`config.mk`:
```
export PLATFORM = sky130hd
export DESIGN_NAME = demux1to32_reg
export DESIGN_NICKNAME = d
export VERILOG_FILES = /design/src/rtl/demux_pkg.sv /design/src/rtl/dec5to32.sv /design/src/rtl/demux1to32_reg.sv
export SDC_FILE = /design/constraint.sdc
export NUM_CORES = 1
export LEC_CHECK = 0
export CORE_UTILIZATION = 54
export CTS_BUF_LIST = sky130_fd_sc_hd__clkbuf_2 sky130_fd_sc_hd__clkbuf_4 sky130_fd_sc_hd__clkbuf_8
export DETAILED_ROUTE_END_ITERATION = 12
export GPL_ROUTABILITY_DRIVEN = 0
export PLACE_DENSITY = 0.85
export SYNTH_ARGS = -nofsm -noshare
export SYNTH_HDL_FRONTEND = slang
export SYNTH_SLANG_ARGS = --single-unit
```
`constraint.sdc`:
```
create_clock -name CLK -period 2.2 [get_ports CLK]
set_clock_uncertainty 0.1 [all_clocks]
set_input_delay 0.33 -clock CLK [delete_from_list [all_inputs] [get_ports CLK]]
set_output_delay 0.33 -clock CLK [all_outputs]
set_load 0.1 [all_outputs]
```
`src/rtl/demux_pkg.sv`:
```
// demux_pkg: shared widths, state type and word type
// for the serial-to-parallel bit loader.
package demux_pkg;

  localparam int WORD_W = 32;
  localparam int SEL_W  = 5;

  typedef logic [WORD_W-1:0] word_t;

  typedef enum logic {
    FILL = 1'b0,
    HOLD = 1'b1
  } ld_state_t;

  localparam word_t ALL_ONES = '1;

endpackage

```
`src/rtl/dec5to32.sv`:
```
// dec5to32: combinational one-hot decoder with enable,
// forms the per-bit write enables of the loader.
module dec5to32
  import demux_pkg::*;
(
  input  logic             en,
  input  logic [SEL_W-1:0] sel,
  output word_t            onehot
);

  // one bit set at sel when enabled, else all zero
  always_comb begin
    onehot = '0;
    if (en) onehot = word_t'(1) << sel;
  end

endmodule

```
`src/rtl/demux1to32_reg.sv`:
```
// demux1to32_reg: bit-serial loader into a 32-bit word with
// valid/take handoff. DEMUX_PARITY_EN adds a PARITY output.
module demux1to32_reg
  import demux_pkg::*;
(
  input  logic             CLK,
  input  logic             RESET_N,
  input  logic             IN,
  input  logic [SEL_W-1:0] SEL,
  input  logic             WR,
  input  logic             CLR,
  input  logic             TAKE,
  output logic [WORD_W-1:0] WORD_OUT,
  output logic [WORD_W-1:0] MASK,
  output logic             VALID,
  output logic             OVERRUN
`ifdef DEMUX_PARITY_EN
  ,
  output logic             PARITY
`endif
);

  ld_state_t state_q, state_d;
  word_t     word_q, word_d;
  word_t     mask_q, mask_d;
  logic      ovr_q, ovr_d;
  word_t     wen;
  word_t     din;

  dec5to32 u_dec (
    .en     (WR),
    .sel    (SEL),
    .onehot (wen)
  );

  assign din = wen & {WORD_W{IN}};

  // state register
  always_ff @(posedge CLK) begin
    if (!RESET_N) state_q <= FILL;
    else          state_q <= state_d;
  end

  // next state: fill completes on all-ones mask, take retires
  always_comb begin
    state_d = state_q;
    if (CLR) begin
      state_d = FILL;
    end else begin
      unique case (state_q)
        FILL: if ((mask_q | wen) == ALL_ONES)
                state_d = HOLD;
        HOLD: if (TAKE) state_d = FILL;
        default: state_d = FILL;
      endcase
    end
  end

  // datapath next values: merge, retire-and-restart, or drop
  always_comb begin
    word_d = word_q;
    mask_d = mask_q;
    ovr_d  = 1'b0;
    if (CLR) begin
      word_d = '0;
      mask_d = '0;
    end else begin
      unique case (1'b1)
        (state_q == FILL): begin
          word_d = (word_q & ~wen) | din;
          mask_d = mask_q | wen;
        end
        (state_q == HOLD && TAKE): begin
          word_d = din;
          mask_d = wen;
        end
        (state_q == HOLD && !TAKE && WR): begin
          ovr_d = 1'b1;
        end
        default: begin
          ovr_d = 1'b0;
        end
      endcase
    end
  end

  // output registers
  always_ff @(posedge CLK) begin
    if (!RESET_N) begin
      word_q <= '0;
      mask_q <= '0;
      ovr_q  <= 1'b0;
    end else begin
      word_q <= word_d;
      mask_q <= mask_d;
      ovr_q  <= ovr_d;
    end
  end

  assign WORD_OUT = word_q;
  assign MASK     = mask_q;
  assign VALID    = (state_q == HOLD);
  assign OVERRUN  = ovr_q;

`ifdef DEMUX_PARITY_EN
  logic par_q;

  // even parity of the word being stored this edge
  always_ff @(posedge CLK) begin
    if (!RESET_N) par_q <= 1'b0;
    else          par_q <= ^word_d;
  end

  assign PARITY = par_q;
`endif

endmodule

```
==> results.toml, run 1 <==
[run_status]
status = "complete, no violations"

[drt]
via_per_inst = 5.82
routed_wl_um = 8400
drtIter0Drc = 273
drc_errors = 0
postRouteAntennaNets = 0
routed-via-count = 3119
dr.pass1.iters = 5
routedWlPerCell_um = 15.7

[global_route]
grt_util_all_layers_pct = 29.9
grt_pass1_vias = 2562
overflow = 0
grt_max_degree = 65
grtUsageMet1_pct = 41.0
busiest_layer = "met2"
antenna_found_initial = 0
grt_first_pass_wirelength_um = 12500
grt_util_met2_pct = 46.4
use_met3_pct = 5.03

[synthesis]
yosysUniqueCellTypes = 31
avgSynthCellArea_um2 = 7.74
yosysTopAreaCellShare_pct = 45.1
seq_area_frac_synth_pct = 45.1
synth_warnings = 0
syn_area_mm2 = 0.00293
synth_cells = 378
syn-num-nets = 389
synth_seq_cells = 66
yosys.area.top_type = "dfxtp_1"
synth.area.top_cells = "dfxtp_1, a21oi_1, nand2_1"

[cts]
htreeDepth = 3
ctsHoldBuffers = 0
cts_tree = "done"
cts_sinks = 66
root_buffer = "clkbuf_8"
clk_pin_slew_worst_paths_ns = 0.07
clkLatencyLatePin_ns = 0.34
numCtsBuffers = 9
cts_resized = 0
cts_buffer_depth = 2
post-cts-setup-buffer-count = 0

[cells_and_area]
layout_common_cells = "a21oi_1, buf_4, dfxtp_1, nand2_1, nand3_1"
areaGrowthSynthToFinish_pct = 32.4
drive_above_1_share_pct = 27.3
fin_util_pct = 74.9
fin_nets = 472
num_antenna_cells = 0
fin_cells = 536

[sta]
worstMarginPinSlew_ns = 0.389
fmax_mhz = 466
fin_crit_ns = 2.15
setup_slack_ns = 0.0532
maxSlewViolCount = 0
hold-worst-slack_ns = 0.378
hold_violations = 0
finalCritPeriodShare_pct = 97.6
rsz0062_at_grt = "no"
slew_headroom_pct = 74.1
setup_viol = 0

[worst_setup_path]
startpoint_type = "input pin"
slowest_stage = "clkdlybuf4s50_1"
arrival_ns = 2.32
slowest_delay_ns = 0.58
worst_ep_required_time_ns = 2.37
cp_max_fo = 9
criticalPathCategory = "in -> reg"
path_cells = "clkdlybuf4s50_1 -> nor3b_2 -> a21oi_1 -> nor4_1 -> and4_1 -> nand3_1 -> o22ai_2"
cp-end-kind = "flop"

[place]
place_worst_setup_slack_ns = -0.136
place_hpwl_um = 5830
portBuffers = 76
post-place-cells = 520

[die]
die_h_um = 75.6
die_area_mm2 = 0.00572
core_mm2 = 0.00517
ios = 77
start_util_pct = 56.6
fp.dieW_um = 75.6
num_rows = 26

[power]
power.total_w = 0.00238
vdd_drop_max_mv = 0.448
power_density_mw_per_mm2 = 613
p_leak_nw = 1.47

[worst_hold_path]
holdCritPathClass = "reg -> reg"

[flow_run]
cap_violations = 0
-- critical path: cells and delay by family --
family | cells | cell delay (ns)
AND/OR/NAND/NOR | 4 | 1.14
buffers and inverters | 1 | 0.58
AO/OA/AOI/OAI | 2 | 0.27
-- metrics by stage --
step / TNS (ns) / instance area [µm²]
after floorplan: 0 / 2930
after global placement: -0.0535 / 3690
after detailed placement: -0.171 / 3690
after CTS: 0 / 3880
after global routing: 0 / 3880
final: 0 / 3880
-- layout make-up --
class                           count  area, µm²
Multi-Input combinational cell    278       1440
Clock inverter                      4       25.0
Tap cell                           70       87.6
Clock buffer                       12        165
Inverter                            1       3.75
Sequential cell                    66       1320
Timing Repair Buffer              105        838
Fill cell                         421       1300
-- metal layers --
metal  up-vias  wire [µm]
li1       1492          -
met1      1450       3610
met2       162       3940
met3        15        673
met4         0        166
met5         -          0
-- cells by family (layout without fill, tap and decap cells) --
group,Yosys count,after routing,synth area share [%]
AOI/OAI and AO/OA,105,105,19.1
and+or+nand+nor,173,173,29.8
DFF,66,66,45.1
buffers and inverters,34,122,5.99
-- worst paths after layout --
check	from	to	slack, ns	cells after the start
min reg2reg	flop	flop	0.38	2
min	flop	flop	0.38	2
max reg2reg	VALID	flop	0.70	7
max	SEL[4]	VALID	0.05	7
-- where the power goes --
part | switching [W] | internal (W)
Sequential | 0.00000380 | 0.00120
Combinational | 0.000137 | 0.0000709
Clock | 0.000468 | 0.000497
Total | 0.000609 | 0.00177
-- synthesized netlist by cell type --
cell / instances
a21oi_1: 93
a21oi_2: 1
and2_1: 4
and2_2: 1
and3_1: 2
and3_2: 2
and3b_1: 5
and3b_2: 1
and3b_4: 1
and4_1: 1
and4b_2: 1
buf_2: 5
buf_4: 3
buf_6: 4
clkbuf_1: 21
dfxtp_1: 66
inv_1: 1
nand2_1: 58
nand2b_1: 2
nand3_1: 40
nand3b_1: 2
nor2_1: 36
nor3_1: 3
nor3_2: 1
nor3b_2: 4
nor3b_4: 1
nor4_1: 6
o211ai_1: 9
o21ai_0: 1
o22ai_2: 1
or3_1: 2
Power figures use the tool's default switching activity.
==> run 2, diff against run 1 <==
Settings changed: CELL_PAD_IN_SITES_DETAIL_PLACEMENT from default to 1, CELL_PAD_IN_SITES_GLOBAL_PLACEMENT from default to 1, CORE_UTILIZATION 54 to 39.
==> results.toml, run 2 (synthesis results as in run 1) <==
[die]
die_area_mm2 = 0.00785
die_h_um = 88.6
num_rows = 31
start_util_pct = 40.3
ios = 77
fp.dieW_um = 88.6
core_mm2 = 0.00725

[global_route]
grt_first_pass_wirelength_um = 15700
grt_util_all_layers_pct = 26.5
grt_pass1_vias = 3150
overflow = 0
antenna_found_initial = 0
grt_max_degree = 67

[sta]
fmax_mhz = 490
setup_viol = 0
hold_violations = 0
fin_crit_ns = 2.04
hold-worst-slack_ns = 0.375
rsz0062_at_grt = "no"
maxSlewViolCount = 0
worstMarginPinSlew_ns = 0.407
finalCritPeriodShare_pct = 92.8
slew_headroom_pct = 72.7

[cells_and_area]
layout_commonest_cell = "buf_4"
nFillCells = 931
fin_cells = 572
fin_nets = 479
drive_above_1_share_pct = 28.3
fin_util_pct = 54.8
final_area_mm2 = 0.00397
num_antenna_cells = 0
layout_common_cells = "buf_4, a21oi_1, dfxtp_1, nand2_1, nand3_1"
areaGrowthSynthToFinish_pct = 35.7

[worst_setup_path]
arrival_ns = 2.22
cp_max_fo = 9
rrSetupSlack_ns = 0.63
timing.rr.start = "VALID"
criticalPathCategory = "in -> reg"
worst_ep_required_time_ns = 2.38
startpoint_type = "input pin"
cp-end-kind = "flop"
worstRegToRegCells = 7

[cts]
numCtsBuffers = 9
ctsHoldBuffers = 0
cts_tree = "done"
root_buffer = "clkbuf_8"
clk_pin_slew_worst_paths_ns = 0.07
clkLatencyLatePin_ns = 0.35
cts_sinks = 66
htreeDepth = 3
cts_buffer_depth = 2

[drt]
drc_errors = 0
via_per_inst = 5.52
postRouteAntennaNets = 0
routedWlPerCell_um = 17.5
routed_wl_um = 9980
drtIter0Drc = 136
dr.pass1.iters = 4
routed-via-count = 3155

[power]
p_int_w = 0.00177
pwr-share-seq_pct = 49.8
combPwrFrac_pct = 9.3
swShare_pct = 26.5
vdd_drop_max_mv = 0.262
power_switching_w = 0.000639
p_leak_nw = 1.54
clock_power_share_pct = 40.9
power_density_mw_per_mm2 = 608

[flow_run]
cap_violations = 0

[place]
post-place-cells = 556
place_hpwl_um = 7170
portBuffers = 76
placed_area_mm2 = 0.00377

[run_status]
status = "complete, no violations"

[worst_hold_path]
holdPathStages = 2
holdCritPathClass = "reg -> reg"
run 2: cell type report:
cell class / count / area [µm²] / share of cell area, %
clock buffers: 12 / 165 / 4.16
clock inverters: 4 / 25.0 / 0.630
inverters: 1 / 3.75 / 0.0945
multi-input cells: 278 / 1440 / 36.1
flip-flops and latches: 66 / 1320 / 33.3
well taps: 99 / 124 / 3.12
repair buffers: 112 / 898 / 22.6
run 2: worst max-delay path by stage:
stage / start / end / slack, ns / cells after the start
finish: SEL[3] / VALID / 0.16 / 7
global route: SEL[3] / VALID / 0.02 / 7
CTS: SEL[0] / VALID / 0.17 / 8
detailed placement: SEL[0] / VALID / -0.13 / 8
global placement: SEL[4] / VALID / -0.05 / 8
floorplan: VALID / flop / 0.06 / 7
run 2: worst max-delay path: stages:
cell and delay [ns]:
clkdlybuf4s50_1 0.57, nor3b_2 0.44, a21oi_1 0.13, nor4_1 0.29
and4_1 0.24, nand3_1 0.11, o22ai_2 0.11
run 2: through the flow:
stage / setup TNS, ns / setup WS [ns] / total power, W
finish: 0 / 0.159 / 0.00241
global route: 0 / 0.0226 / 0.00249
CTS: 0 / 0.170 / 0.00242
detailed placement: -0.412 / -0.131 / 0.00145
global placement: -0.115 / -0.0505 / 0.00144
floorplan: 0 / 0.0647 / 0.00136
run 2: per-layer routing:
layer	wire, µm	share of wire [%]	up-vias	GRT usage [%]
met3	542	5.4	19	4.10
li1	-	-	1491	-
met5	0	0	-	0
met1	4330	43	1545	34.8
met2	4870	49	100	42.6
met4	244	2.4	0	12.9
run 2: power by group through the flow:
stage	Sequential, W	Combinational, W	Clock (W)
after floorplan	0.00126	0.000102	0
after global placement	0.00123	0.000215	0
after detailed placement	0.00123	0.000220	0
after CTS	0.00120	0.000222	0.000994
after global routing	0.00120	0.000238	0.00105
final	0.00120	0.000224	0.000988
run 2: timing repair:
action / 4_1_cts / 5_1_grt
endpoints found under the setup margin: 0 / 1
resized for setup: 0 / 3
buffers inserted: 0 / 0
hold endpoints to repair: 0 / 0
==> run 3, diff against run 2 <==
Settings changed: CORE_UTILIZATION 39 to 36, PLACE_DENSITY 0.85 to 0.79.
Clock period 2.2 ns to 2.1 ns, I/O delays scaled along.
==> results.toml, run 3 (synthesis results as in run 1) <==
[run_status]
status = "complete, no violations"

[power]
p_leak_nw = 1.57
power_density_mw_per_mm2 = 680
vdd_drop_max_mv = 0.241
power.total_w = 0.00276

[die]
die_h_um = 92.2
fp.dieW_um = 92.2
start_util_pct = 37.5
ios = 77
die_area_mm2 = 0.00849
core_mm2 = 0.00781
num_rows = 32

[cells_and_area]
layout_common_cells = "buf_4, a21oi_1, dfxtp_1, nand2_1, nand3_1"
areaGrowthSynthToFinish_pct = 38.5
nFillCells = 978
multi_input_area_mm2 = 0.00145
num_antenna_cells = 0
drive_above_1_share_pct = 29.0
layout_commonest_cell = "buf_4"
fin_nets = 483
regArea_mm2 = 0.00132

[sta]
fin_crit_ns = 2.02
setup_viol = 0
setup_tns_ns = 0
slew_headroom_pct = 66.9
hold-worst-slack_ns = 0.371
fmax_mhz = 495
finalCritPeriodShare_pct = 96.2
worstMarginPinSlew_ns = 0.496
hold_violations = 0
maxSlewViolCount = 0

[place]
place_hpwl_um = 7100
portBuffers = 76

[drt]
routed-via-count = 3091
drc_errors = 0
via_per_inst = 5.35
routed_wl_um = 9950
postRouteAntennaNets = 0
routedWlPerCell_um = 17.2
dr.pass1.iters = 4
drtIter0Drc = 138

[worst_setup_path]
startpoint_type = "input pin"
cp_max_fo = 9
rrSetupSlack_ns = 0.53
criticalPathCategory = "in -> reg"
arrival_ns = 2.20
worst_ep_required_time_ns = 2.28
cp-end-kind = "flop"

[cts]
htreeDepth = 3
root_buffer = "clkbuf_8"
cts_tree = "done"
ctsHoldBuffers = 0
numCtsBuffers = 9
clkLatencyLatePin_ns = 0.35
cts_sinks = 66
cts_buffer_depth = 2
clk_pin_slew_worst_paths_ns = 0.07

[global_route]
grt_util_all_layers_pct = 24.3
grt_max_degree = 42
antenna_found_initial = 0
grt_first_pass_wirelength_um = 15900
overflow = 0
grt_pass1_vias = 3089

[worst_hold_path]
holdCritPathClass = "reg -> reg"

[flow_run]
cap_violations = 0
run 3: cell count changes in the layout (fill, tap and decap cells not counted), sizes merged:
cell,change
buf,+4
bufinv,+2
clkbuf,+1
clkdlybuf4s50,+1
clkinv,-2
clkinvlp,-2
dlymetal6s2s,-1
run 3: through the flow:
step	cells	instance area, µm²	worst slack, ns	utilization, %
floorplan	378	2930	0.276	-
global placement	563	3810	-0.298	48.8
detailed placement	563	3810	-0.318	48.8
CTS	578	4040	0.0411	51.7
global route	578	4050	-0.0406	51.9
finish	578	4050	0.0788	51.9
run 3: layout make-up:
cell class              instances  area share (%)
well taps                     102            3.15
flip-flops and latches         66            32.6
clock buffers                  13            4.10
repair buffers                116            22.8
clock inverters                 2            1.48
multi-input cells             278            35.7
inverters                       1          0.0926
run 3: path summary, 6_finish.rpt:
kind | startpoint | end | depth (start not counted)
hold / removal | flop | flop | 2
setup reg to reg | VALID | flop | 7
hold reg to reg | flop | flop | 2
setup / recovery | SEL[2] | VALID | 7
run 3: repair_timing:
item	CTS	global route
resized for setup	0	4
endpoints found under the setup margin	0	1
buffers inserted	0	0
run 3: critical path, stage by stage:
cell and delay [ns]:
clkdlybuf4s50_1 0.62, nor3_4 0.39, a21oi_1 0.14, nor4_1 0.30, and4_1 0.22, nand3_1 0.10, o22ai_2 0.10
run 3: power by group:
group / total [W] / switching (W) / internal [W]
combinational: 0.000237 / 0.000153 / 0.0000838
sequential: 0.00126 / 0.00000411 / 0.00126
clock: 0.00126 / 0.000508 / 0.000755
total: 0.00276 / 0.000665 / 0.00209
run 3: layer usage:
| layer | part of all wire, % | track usage, % | wire length, µm |
|---|---|---|---|
| met1 | 46 | 32.5 | 4570 |
| met2 | 48 | 39.4 | 4800 |
| met3 | 4.0 | 3.40 | 399 |
| met4 | 1.8 | 9.64 | 178 |
| met5 | 0 | 0 | 0 |
